$ cat src/rtl/cmac_issue_ctrl.sv
// -----------------------------------------------------------------------------
// cmac_issue_ctrl
//
// Initiator for the cmac multiply unit. Operand pairs are loaded into a local
// buffer. On start the pairs are streamed to cmac, one per cycle that cmac
// reports ready-for-data. The products come back in issue order and are
// collected into a result buffer, which is read out once the run has finished.
//
// Ports
//   clk, rst                       clock, synchronous active-high reset
//   load_en/load_data/load_weight  write one operand pair at the load pointer
//   len, start                     pair count for the run (sampled on start), go
//   busy, done, err                run in progress, completion pulse, sticky error
//   cmac_data/cmac_weight/cmac_nd  operand port to cmac (nd = one-cycle strobe)
//   cmac_rfd                       cmac ready for data
//   cmac_result/cmac_rdy           product from cmac and its valid strobe
//   res_rd/res_data/res_valid      result buffer pop / head entry / entry available
// -----------------------------------------------------------------------------
module cmac_issue_ctrl #(
  parameter int DEPTH   = 32,
  parameter int DW      = 16,
  parameter int TIMEOUT = 255
) (
  input  logic                   clk,
  input  logic                   rst,
  input  logic                   load_en,
  input  logic [DW-1:0]          load_data,
  input  logic [DW-1:0]          load_weight,
  input  logic [$clog2(DEPTH):0] len,
  input  logic                   start,
  output logic                   busy,
  output logic                   done,
  output logic                   err,
  output logic [DW-1:0]          cmac_data,
  output logic [DW-1:0]          cmac_weight,
  output logic                   cmac_nd,
  input  logic                   cmac_rfd,
  input  logic [DW-1:0]          cmac_result,
  input  logic                   cmac_rdy,
  input  logic                   res_rd,
  output logic [DW-1:0]          res_data,
  output logic                   res_valid
);

  localparam int AW = $clog2(DEPTH);
  localparam int CW = AW + 1;
  localparam int TW = $clog2(TIMEOUT + 1);

  typedef enum logic [1:0] {
    IDLE  = 2'd0,
    ISSUE = 2'd1,
    DRAIN = 2'd2,
    DONE  = 2'd3
  } state_t;

  // Storage: operand pairs and collected products
  logic [DW-1:0] data_mem   [DEPTH];
  logic [DW-1:0] weight_mem [DEPTH];
  logic [DW-1:0] res_mem    [DEPTH];

  state_t        state_reg, state_next;
  logic [CW-1:0] load_cnt_reg, load_cnt_next;
  logic [CW-1:0] issue_cnt_reg, issue_cnt_next;
  logic [CW-1:0] recv_cnt_reg, recv_cnt_next;
  logic [CW-1:0] rd_cnt_reg, rd_cnt_next;
  logic [CW-1:0] len_reg, len_next;
  logic [TW-1:0] idle_cnt_reg, idle_cnt_next;
  logic          err_reg, err_next;
  logic          done_reg;
  logic          cmac_nd_reg;
  logic [DW-1:0] cmac_data_reg, cmac_weight_reg;

  logic          busy_int;
  logic          res_valid_int;
  logic          err_set, err_clr;
  logic          op_we;
  logic [AW-1:0] op_waddr;
  logic [CW-1:0] load_base;
  logic          issue_fire;
  logic          res_we;

  assign busy_int      = (state_reg == ISSUE) || (state_reg == DRAIN);
  assign res_valid_int = (state_reg == IDLE) && (rd_cnt_reg < recv_cnt_reg);

  always_comb begin
    state_next     = state_reg;
    load_cnt_next  = load_cnt_reg;
    issue_cnt_next = issue_cnt_reg;
    recv_cnt_next  = recv_cnt_reg;
    rd_cnt_next    = rd_cnt_reg;
    len_next       = len_reg;
    idle_cnt_next  = idle_cnt_reg;
    err_set        = 1'b0;
    err_clr        = 1'b0;
    op_we          = 1'b0;
    op_waddr       = '0;
    issue_fire     = 1'b0;
    res_we         = 1'b0;

    // DONE rewinds the load pointer; a load arriving in that same cycle lands
    // at entry 0 of the fresh buffer.
    load_base     = (state_reg == DONE) ? '0 : load_cnt_reg;
    load_cnt_next = load_base;
    if (load_en) begin
      if (busy_int || (load_base == CW'(DEPTH))) begin
        err_set = 1'b1;
      end else begin
        op_we         = 1'b1;
        op_waddr      = load_base[AW-1:0];
        load_cnt_next = load_base + CW'(1);
      end
    end

    if (res_rd && res_valid_int) begin
      rd_cnt_next = rd_cnt_reg + CW'(1);
    end

    // Products are accepted only while a run is active and still owed
    // results; anything else is a protocol error and is discarded.
    if (cmac_rdy) begin
      if (busy_int && (recv_cnt_reg < len_reg)) begin
        res_we        = 1'b1;
        recv_cnt_next = recv_cnt_reg + CW'(1);
      end else begin
        err_set = 1'b1;
      end
    end

    case (state_reg)
      IDLE: begin
        if (start) begin
          // load_cnt_next already includes a load made in this same cycle
          if (len <= load_cnt_next) begin
            len_next       = len;
            issue_cnt_next = '0;
            recv_cnt_next  = '0;
            rd_cnt_next    = '0;
            idle_cnt_next  = '0;
            err_clr        = 1'b1;
            state_next     = (len == '0) ? DONE : ISSUE;
          end else begin
            err_set = 1'b1;
          end
        end
      end

      ISSUE: begin
        idle_cnt_next = '0;
        if (cmac_rfd && (issue_cnt_reg < len_reg)) begin
          issue_fire     = 1'b1;
          issue_cnt_next = issue_cnt_reg + CW'(1);
        end
        if (issue_cnt_next == len_reg) begin
          state_next = DRAIN;
        end
      end

      DRAIN: begin
        if (recv_cnt_next == len_reg) begin
          state_next = DONE;
        end else if (cmac_rdy) begin
          idle_cnt_next = '0;
        end else if (idle_cnt_reg == TW'(TIMEOUT - 1)) begin
          // this is the TIMEOUT-th consecutive cycle without a product
          err_set    = 1'b1;
          state_next = DONE;
        end else begin
          idle_cnt_next = idle_cnt_reg + TW'(1);
        end
      end

      DONE: begin
        state_next = IDLE;
      end
    endcase

    // A new error in the same cycle as an accepted start still sticks
    err_next = err_set | (err_reg & ~err_clr);
  end

  always_ff @(posedge clk) begin
    if (rst) begin
      state_reg       <= IDLE;
      load_cnt_reg    <= '0;
      issue_cnt_reg   <= '0;
      recv_cnt_reg    <= '0;
      rd_cnt_reg      <= '0;
      len_reg         <= '0;
      idle_cnt_reg    <= '0;
      err_reg         <= 1'b0;
      done_reg        <= 1'b0;
      cmac_nd_reg     <= 1'b0;
      cmac_data_reg   <= '0;
      cmac_weight_reg <= '0;
    end else begin
      state_reg     <= state_next;
      load_cnt_reg  <= load_cnt_next;
      issue_cnt_reg <= issue_cnt_next;
      recv_cnt_reg  <= recv_cnt_next;
      rd_cnt_reg    <= rd_cnt_next;
      len_reg       <= len_next;
      idle_cnt_reg  <= idle_cnt_next;
      err_reg       <= err_next;
      // the pulse follows the DONE state by one cycle
      done_reg      <= (state_reg == DONE);
      cmac_nd_reg   <= issue_fire;
      if (issue_fire) begin
        cmac_data_reg   <= data_mem[issue_cnt_reg[AW-1:0]];
        cmac_weight_reg <= weight_mem[issue_cnt_reg[AW-1:0]];
      end
    end
  end

  always_ff @(posedge clk) begin
    if (op_we) begin
      data_mem[op_waddr]   <= load_data;
      weight_mem[op_waddr] <= load_weight;
    end
  end

  always_ff @(posedge clk) begin
    if (res_we) begin
      res_mem[recv_cnt_reg[AW-1:0]] <= cmac_result;
    end
  end

  assign busy        = busy_int;
  assign done        = done_reg;
  assign err         = err_reg;
  assign cmac_nd     = cmac_nd_reg;
  assign cmac_data   = cmac_data_reg;
  assign cmac_weight = cmac_weight_reg;
  assign res_valid   = res_valid_int;
  assign res_data    = res_mem[rd_cnt_reg[AW-1:0]];

endmodule

$ cat config.mk
export PLATFORM = sky130hd
export DESIGN_NAME = cmac_issue_ctrl
export DESIGN_NICKNAME = d
export VERILOG_FILES = /design/src/rtl/cmac_issue_ctrl.sv
export SDC_FILE = /design/constraint.sdc
export NUM_CORES = 2
export LEC_CHECK = 0
export BUFFER_PORTS_ARGS = -buffer_cell sky130_fd_sc_hd__buf_2
export CORE_ASPECT_RATIO = 0.8
export CORE_MARGIN = 8
export CORE_UTILIZATION = 56
export CTS_BUF_LIST = sky130_fd_sc_hd__clkbuf_8 sky130_fd_sc_hd__clkbuf_16
export DETAILED_ROUTE_END_ITERATION = 6
export PLACE_DENSITY = 0.75
export SLEW_MARGIN = 10
export SYNTH_ARGS = -nofsm -noshare
export SYNTH_HDL_FRONTEND = slang
export SYNTH_SLANG_ARGS = --single-unit
$ cat constraint.sdc
create_clock -name clk -period 4.1 [get_ports clk]
set_clock_uncertainty 0.1 [all_clocks]
set_input_delay 0.615 -clock clk [delete_from_list [all_inputs] [get_ports clk]]
set_output_delay 0.615 -clock clk [all_outputs]
set_load 0.05 [all_outputs]
Word-level counts from Yosys, hierarchy flattened
Memory sizes are Yosys's and may differ from the RTL's. A register that Yosys moved wholly into a read port is not among the register bits.
Cells that the tools add are included.
{"block": "op_classes", "n_addsub": 5, "multipliers": 0, "div": 0, "n_lt_le_gt_ge": 4, "eq_ne": 14, "n_shift": 0, "n_mux": 57, "bitwise": 3, "n_reduce_logical": 14}
{"operator": "2-to-1 mux 6 bit", "n": 16}
{"operator": "2-to-1 mux 8 bit", "n": 5}
{"operator": "adder 6 x 1 -> 6 bit, second input constant", "n": 4}
{"operator": "one-hot mux 8 bit (3 select lines)", "n": 1}
{"operator": "2-to-1 mux 1 bit", "n": 22}
{"operator": "less-than comparator 6 bit", "n": 3}
{"operator": "2-to-1 mux 5 bit", "n": 3}
{"operator": "2-to-1 mux 2 bit", "n": 7}
{"operator": "equality test 6 bit", "n": 2}
{"operator": "one-hot mux 6 bit (2 select lines)", "n": 1}
{"operator": "AND reduction 5 bit", "n": 2}
{"operator": "adder 8 x 1 -> 8 bit, second input constant", "n": 1}
{"operator": "equality test 8 bit, second input constant", "n": 1}
{"operator": "one-hot mux 2 bit (4 select lines)", "n": 1}
{"operator": "equality test 6 bit, second input constant", "n": 1}
{"operator": "less-or-equal comparator 6 bit", "n": 1}
{"operator": "zero test 6 bit", "n": 1}
{"operator": "AND reduction 3 bit", "n": 2}
{"operator": "equality test 2 bit, second input constant", "n": 2}
{"operator": "logical AND 1 bit", "n": 4}
{"operator": "!= test 2 x 1 -> 1 bit, second input constant", "n": 2}
{"operator": "!= test 2 bit, second input constant", "n": 2}
{"operator": "!= test 3 x 1 -> 1 bit, second input constant", "n": 1}
{"operator": "!= test 3 x 2 -> 1 bit, second input constant", "n": 1}
{"operator": "other kinds (10)", "n": 11}
{"block": "totals", "ff_bits": 43, "latchBits": 0, "ram_bits": 1536, "rom_bits": 0, "inputBits": 61, "out_inout_bits": 53, "wordCells": 110, "memories": 3}
{"memory": "data_mem", "depth": 32, "width": 16, "read_ports": 1, "rd_clocked_by_memory_dff": 1, "wr": 1, "line": "57", "rtl": "logic [DW-1:0] data_mem [DEPTH];"}
{"memory": "res_mem", "depth": 32, "width": 16, "read_ports": 1, "rd_clocked_by_memory_dff": 1, "wr": 1, "line": "59", "rtl": "logic [DW-1:0] res_mem [DEPTH];"}
{"memory": "weight_mem", "depth": 32, "width": 16, "read_ports": 1, "rd_clocked_by_memory_dff": 1, "wr": 1, "line": "58", "rtl": "logic [DW-1:0] weight_mem [DEPTH];"}

Depth between registers and ports, before layout
{"block": "logic_depth", "ltp_word": 13, "ltp_mapped": 20, "mapped_depth_nobuf": 19}

Worst setup path after synthesis
Ideal clock, no wire load.
{"block": "synth_path", "kind": "register to register", "start": "register state_reg[0]", "end": "register idle_cnt_reg[5]", "setup_time_ns": 0.096, "t_arrival_ns": 4.256, "slack_ns": -0.352, "stages_incl_launch_ff": 18, "synth_period_minus_slack_ns": 4.452, "cell_sequence": "dfxtp_1 inv_1 ha_1 a41oi_1 and3_1 clkbuf_1 nand4_1 nor2_1 xnor2_1 or2_1 ha_1 a211oi_1 a21oi_1 o21a_1 or3_1 or4_1 buf_2 o41ai_2"}
{"item": "from (decl)", "line": "61", "rtl": "state_t state_reg, state_next;"}
{"item": "from (signal assigned)", "line": "196", "rtl": "state_reg <= state_next;"}
{"item": "equality test 2 x 1 -> 1 bit or equality test 2 bit (tied branches)", "line": "82", "rtl": "assign busy_int = (state_reg == ISSUE) || (state_reg == DRAIN);"}
{"item": "logical OR 1 bit (*)", "line": "82"}
{"item": "via busy", "line": "31", "rtl": "output logic busy,"}
{"item": "logical OR 1 bit or logical AND 1 bit (tied branches)", "line": "105, 121"}
{"item": "2-to-1 mux 6 bit (on tied branches)", "line": "105, 121"}
{"item": "2-to-1 mux 6 bit (on tied branches)", "line": "104, 120"}
{"item": "less-or-equal comparator 6 bit or equality test 6 bit (tied branches)", "line": "133, 159"}
{"item": "!= test 2 x 1 -> 1 bit (no source line) or != test 2 bit (tied branches)"}
{"item": "AND reduction 5 bit (no source line) (*)"}
{"item": "to (signal assigned)", "line": "202", "rtl": "idle_cnt_reg <= idle_cnt_next;"}
{"item": "to (decl)", "line": "67", "rtl": "logic [TW-1:0] idle_cnt_reg, idle_cnt_next;"}
Mark *: on every way through the listed nets, which the timed path passes. The rest lies on a longest branch.
A chain may end at the register's enable or synchronous reset.

Worst setup path after layout
{"block": "layout_path", "start": "register state_reg[0]", "end": "register idle_cnt_reg[3]"}
{"block": "layout_between", "elab_chain_len": 9}
{"item": "parallel branches: the longest is 9 deep, another holds adder 6 x 1 -> 6 bit"}
Several ways; the timed one is not identified.

==> summary.md <==
| Metric | Value |
|---|---|
| Status | `finished, final reports clean` |
| Detailed placer's ending HPWL | `about 80,000 um` |
| Worst-skew pair later-pin latency | `0.76 ns` |
| First-pass GRT wire length | `roughly 220,000 um` |
| Share of layout cells above drive strength 1 | `0.330` |
| First-pass DRT Iterations | `7` |
| Post-synth EDFFs | `1,536` |
| Sequential share of power | `0.530` |
| Type of the worst min-delay path | `primary input to flop` |
| Average via count per standard cell | `about 6.7` |
| Die area | `~120,000 um2` |
| Initial antenna violation count | `14` |
| Clock tree buffer depth | `3` |
| Boundary Pins | `around 110` |
| Worst endpoint required time | `roughly 4.7 ns` |
| Via count | `about 31,000` |
| Largest net degree at the start of global routing | `77` |
| Synth cell count leaders | `edfxtp_1 (1,536), mux4_2 (480), nor2_1 (157)` |
| Worst Max-Slew Pin Slew | `slightly above 1 ns` |
| P_int | `approximately 27,000 uW` |
| TritonCTS clock tree | `yes` |
| Starting density of the core | `0.565` |
| Routability Congestion | `0.834` |
| Number of fillers in the final layout | `6,877` |
| Sequential-to-total area share from yosys stat | `0.764` |
| F_max | `about 0.24 GHz` |
| Psw | `between 7000 and 8000 uW` |
| Most frequent cell after synthesis | `edfxtp_1` |
| Layout Nets | `roughly 3,100` |
| CP max FO | `7` |
| Total GRT Usage | `0.244` |
| Site row count | `109` |
| Share of flip-flops with an asynchronous set or reset | `0` |
| Post-Place Setup Slack | `-0.204 ns` |
| Static leakage | `~0.022 uW` |
| Die Width | `between 300 and 400 um` |
| Synth Register Bits | `~1,600` |
| Detail Route met2 WL | `70,000 um` |
| MaxCap Viol Count | `0` |
| Most common flop cell mapped by yosys | `edfxtp_1` |
| Syn Inst Count | `~2,800` |
| Final hold slack | `0.0902 ns` |
| Number of routed nets with antenna violations | `0` |
| Yosys top cell by area | `edfxtp_1` |
| Combinational Power Share | `0.076` |
| Highest routed metal layer | `met5` |
| Met3 routed WL | `between 15,000 and 20,000 um` |
| Hold-fix buffers at CTS | `0` |
| Synthesized cell area | `~62,000 um2` |
| Final worst path period share | `0.996` |
| Crit path capture type | `flop` |
| Fin crit period | `between 4 and 5 ns` |
| Core box area | `about 110,000 um2` |
| Wire length per cell | `approximately 33 um` |
| Root buf cell | `clkbuf_16` |
| Final hold vios | `0` |
| Count of cell types in the netlist | `57` |
| Slew Limit Fails | `0` |
| Relative slew margins | `0.328` |
| Area Growth Syn to Fin | `13.8%` |
| Post-route DRC violation count | `0` |
| Crit Path Class | `flop to flop` |
| Total wire length | `roughly 150,000 um` |
| Mapped Avg Cell Area | `approximately 23 um2` |
| Vias in the first global route | `roughly 31,000` |
| Fin worst setup slack | `around 0.017 ns` |
| Startpoint Class | `flop` |
| Number of DRC markers in iteration 0 | `about 4,800` |
| Clock sink total | `between 1,500 and 2,000` |
| Total number of yosys warnings | `0` |
| Final setup violation count | `0` |
| RSZ-0062 raised after global routing | `true` |
| Cell area power density | `between 400 and 500 nW/um2` |
| Clk slew on worst S/H paths | `0.06 ns` |
| Clock power frac | `0.394` |
| CTS H-tree lvls | `4` |
| Top-area cell type share of the netlist area | `0.739` |
| Crit path arrival time | `4.65 ns` |
| DIE HEIGHT | `approximately 310 um` |
| IO Port Bufs | `113` |
| Peak supply drop | `about 0.00043 V` |
| Syn_nets | `between 2,000 and 3,000` |
| Num CTS Buffers | `around 150` |
| Sw Ratio | `0.225` |
| Wl on met1 | `between 50,000 and 60,000 um` |
| Top cells by area, synth | `edfxtp_1 (74%), mux4_2 (17%), dfxtp_1 (2.4%)` |
| Gr ovfl total | `0` |
[worst paths after layout]
path | start | end | slack [ns] | cells after the start
hold reg to reg | cmac_data[13]$_SDFFE_PP0P_ | cmac_data[13]$_SDFFE_PP0P_ | 0.40 | 2
hold / removal | len[3] | len_reg[3]$_SDFFE_PP0P_ | 0.09 | 3
setup / recovery | state_reg[0]$_SDFFE_PP0P_ | idle_cnt_reg[3]$_SDFFE_PP0P_ | 0.02 | 18
setup reg to reg | state_reg[0]$_SDFFE_PP0P_ | idle_cnt_reg[3]$_SDFFE_PP0P_ | 0.02 | 18
[critical path: stages (launching register included)]
cell and delay (ns):
dfxtp_4 0.36, ha_4 0.19, nor2b_4 0.14, inv_2 0.06
ha_4 0.15, a41oi_2 0.14, and3_4 0.21, nand4_1 0.15
nor2_2 0.20, xnor2_1 0.07, or2_1 0.26, ha_4 0.30
nand4_1 0.10, o22ai_2 0.17, a21oi_2 0.06, o21a_1 0.20
or3_4 0.37, or4_4 0.51, o31ai_2 0.26
[layout by cell type, fill, tap and decap left out, types with 7 or more instances in the layout]
cell type / count
xnor2_1: 24
clkinv_1: 29
mux2i_1: 35
a21o_1: 7
buf_4: 118
a211oi_1: 36
mux2_2: 16
dfxtp_4: 8
mux4_2: 480
inv_1: 54
dfxtp_1: 64
clkbuf_16: 151
nand4_1: 8
nor2_4: 33
bufinv_16: 13
or3_1: 7
a21oi_1: 25
nand2_1: 33
edfxtp_1: 1536
nand2b_1: 8
buf_12: 28
buf_2: 112
o21ai_0: 7
nand3_1: 20
ha_1: 30
nor2_1: 123
clkinv_2: 21
[layout make-up]
type / instances / area [um2] / share of cell area
repair buffers: 259 / 2030 / 0.0287
multi-input cells: 986 / 14500 / 0.205
clock inverters: 111 / 978 / 0.0138
inverters: 26 / 97.6 / 0.00137
flip-flops and latches: 1611 / 47700 / 0.671
well taps: 1443 / 1810 / 0.0254
diodes: 6 / 15.0 / 0.000212
clock buffers: 157 / 3860 / 0.0544
[power by group through the flow]
stage | registers (uW) | logic, uW | clock network, uW
after CTS | 18400 | 2570 | 13900
after detailed placement | 18800 | 2510 | 0
after floorplan | 18900 | 1430 | 0
after global routing | 18500 | 2800 | 14500
final | 18400 | 2650 | 13700
after global placement | 18800 | 2420 | 0
[layer usage]
| layer | GRT usage | vias up |
|---|---|---|
| met5 | 0 | - |
| met4 | 0.0714 | 10 |
| met3 | 0.0630 | 308 |
| met2 | 0.373 | 2096 |
| met1 | 0.352 | 16300 |
| li1 | - | 12200 |
[stage by stage]
| stage | power [uW] | instance area (um2) | cells | TNS [ns] | utilization |
|---|---|---|---|---|---|
| 6_report | 34800 | 71000 | 4599 | 0 | 0.643 |
| 5_1_grt | 35700 | 71000 | 4595 | -0.345 | 0.643 |
| 4_1_cts | 34900 | 70800 | 4585 | 0 | 0.641 |
| 3_5_place_dp | 21300 | 65800 | 4314 | -1.34 | 0.596 |
| 3_3_place_gp | 21200 | 65800 | 4314 | 0 | 0.596 |
| 2_1_floorplan | 20300 | 62400 | 2767 | -0.00932 | - |
[repair_timing]
action                     CTS  global route
gates resized for setup      9            21
pin swaps                    5             3
buffers inserted             3             8
setup endpoints to repair   38            32
[logic make-up (layout without fill, tap and decap cells)]
| group | after synthesis | count (layout) | synth area share |
|---|---|---|---|
| muxes | 532 | 532 | 0.182 |
| other | 0 | 6 | 0 |
| AOI/OAI and AO/OA | 119 | 119 | 0.0136 |
| adders and majority gates | 35 | 35 | 0.00702 |
| buffers and inverters | 170 | 553 | 0.0106 |
| and+or+nand+nor | 270 | 270 | 0.0191 |
| DFF | 1611 | 1611 | 0.764 |
| xor gates and xnor gates | 30 | 30 | 0.00421 |
Power figures use the tool's default switching activity.
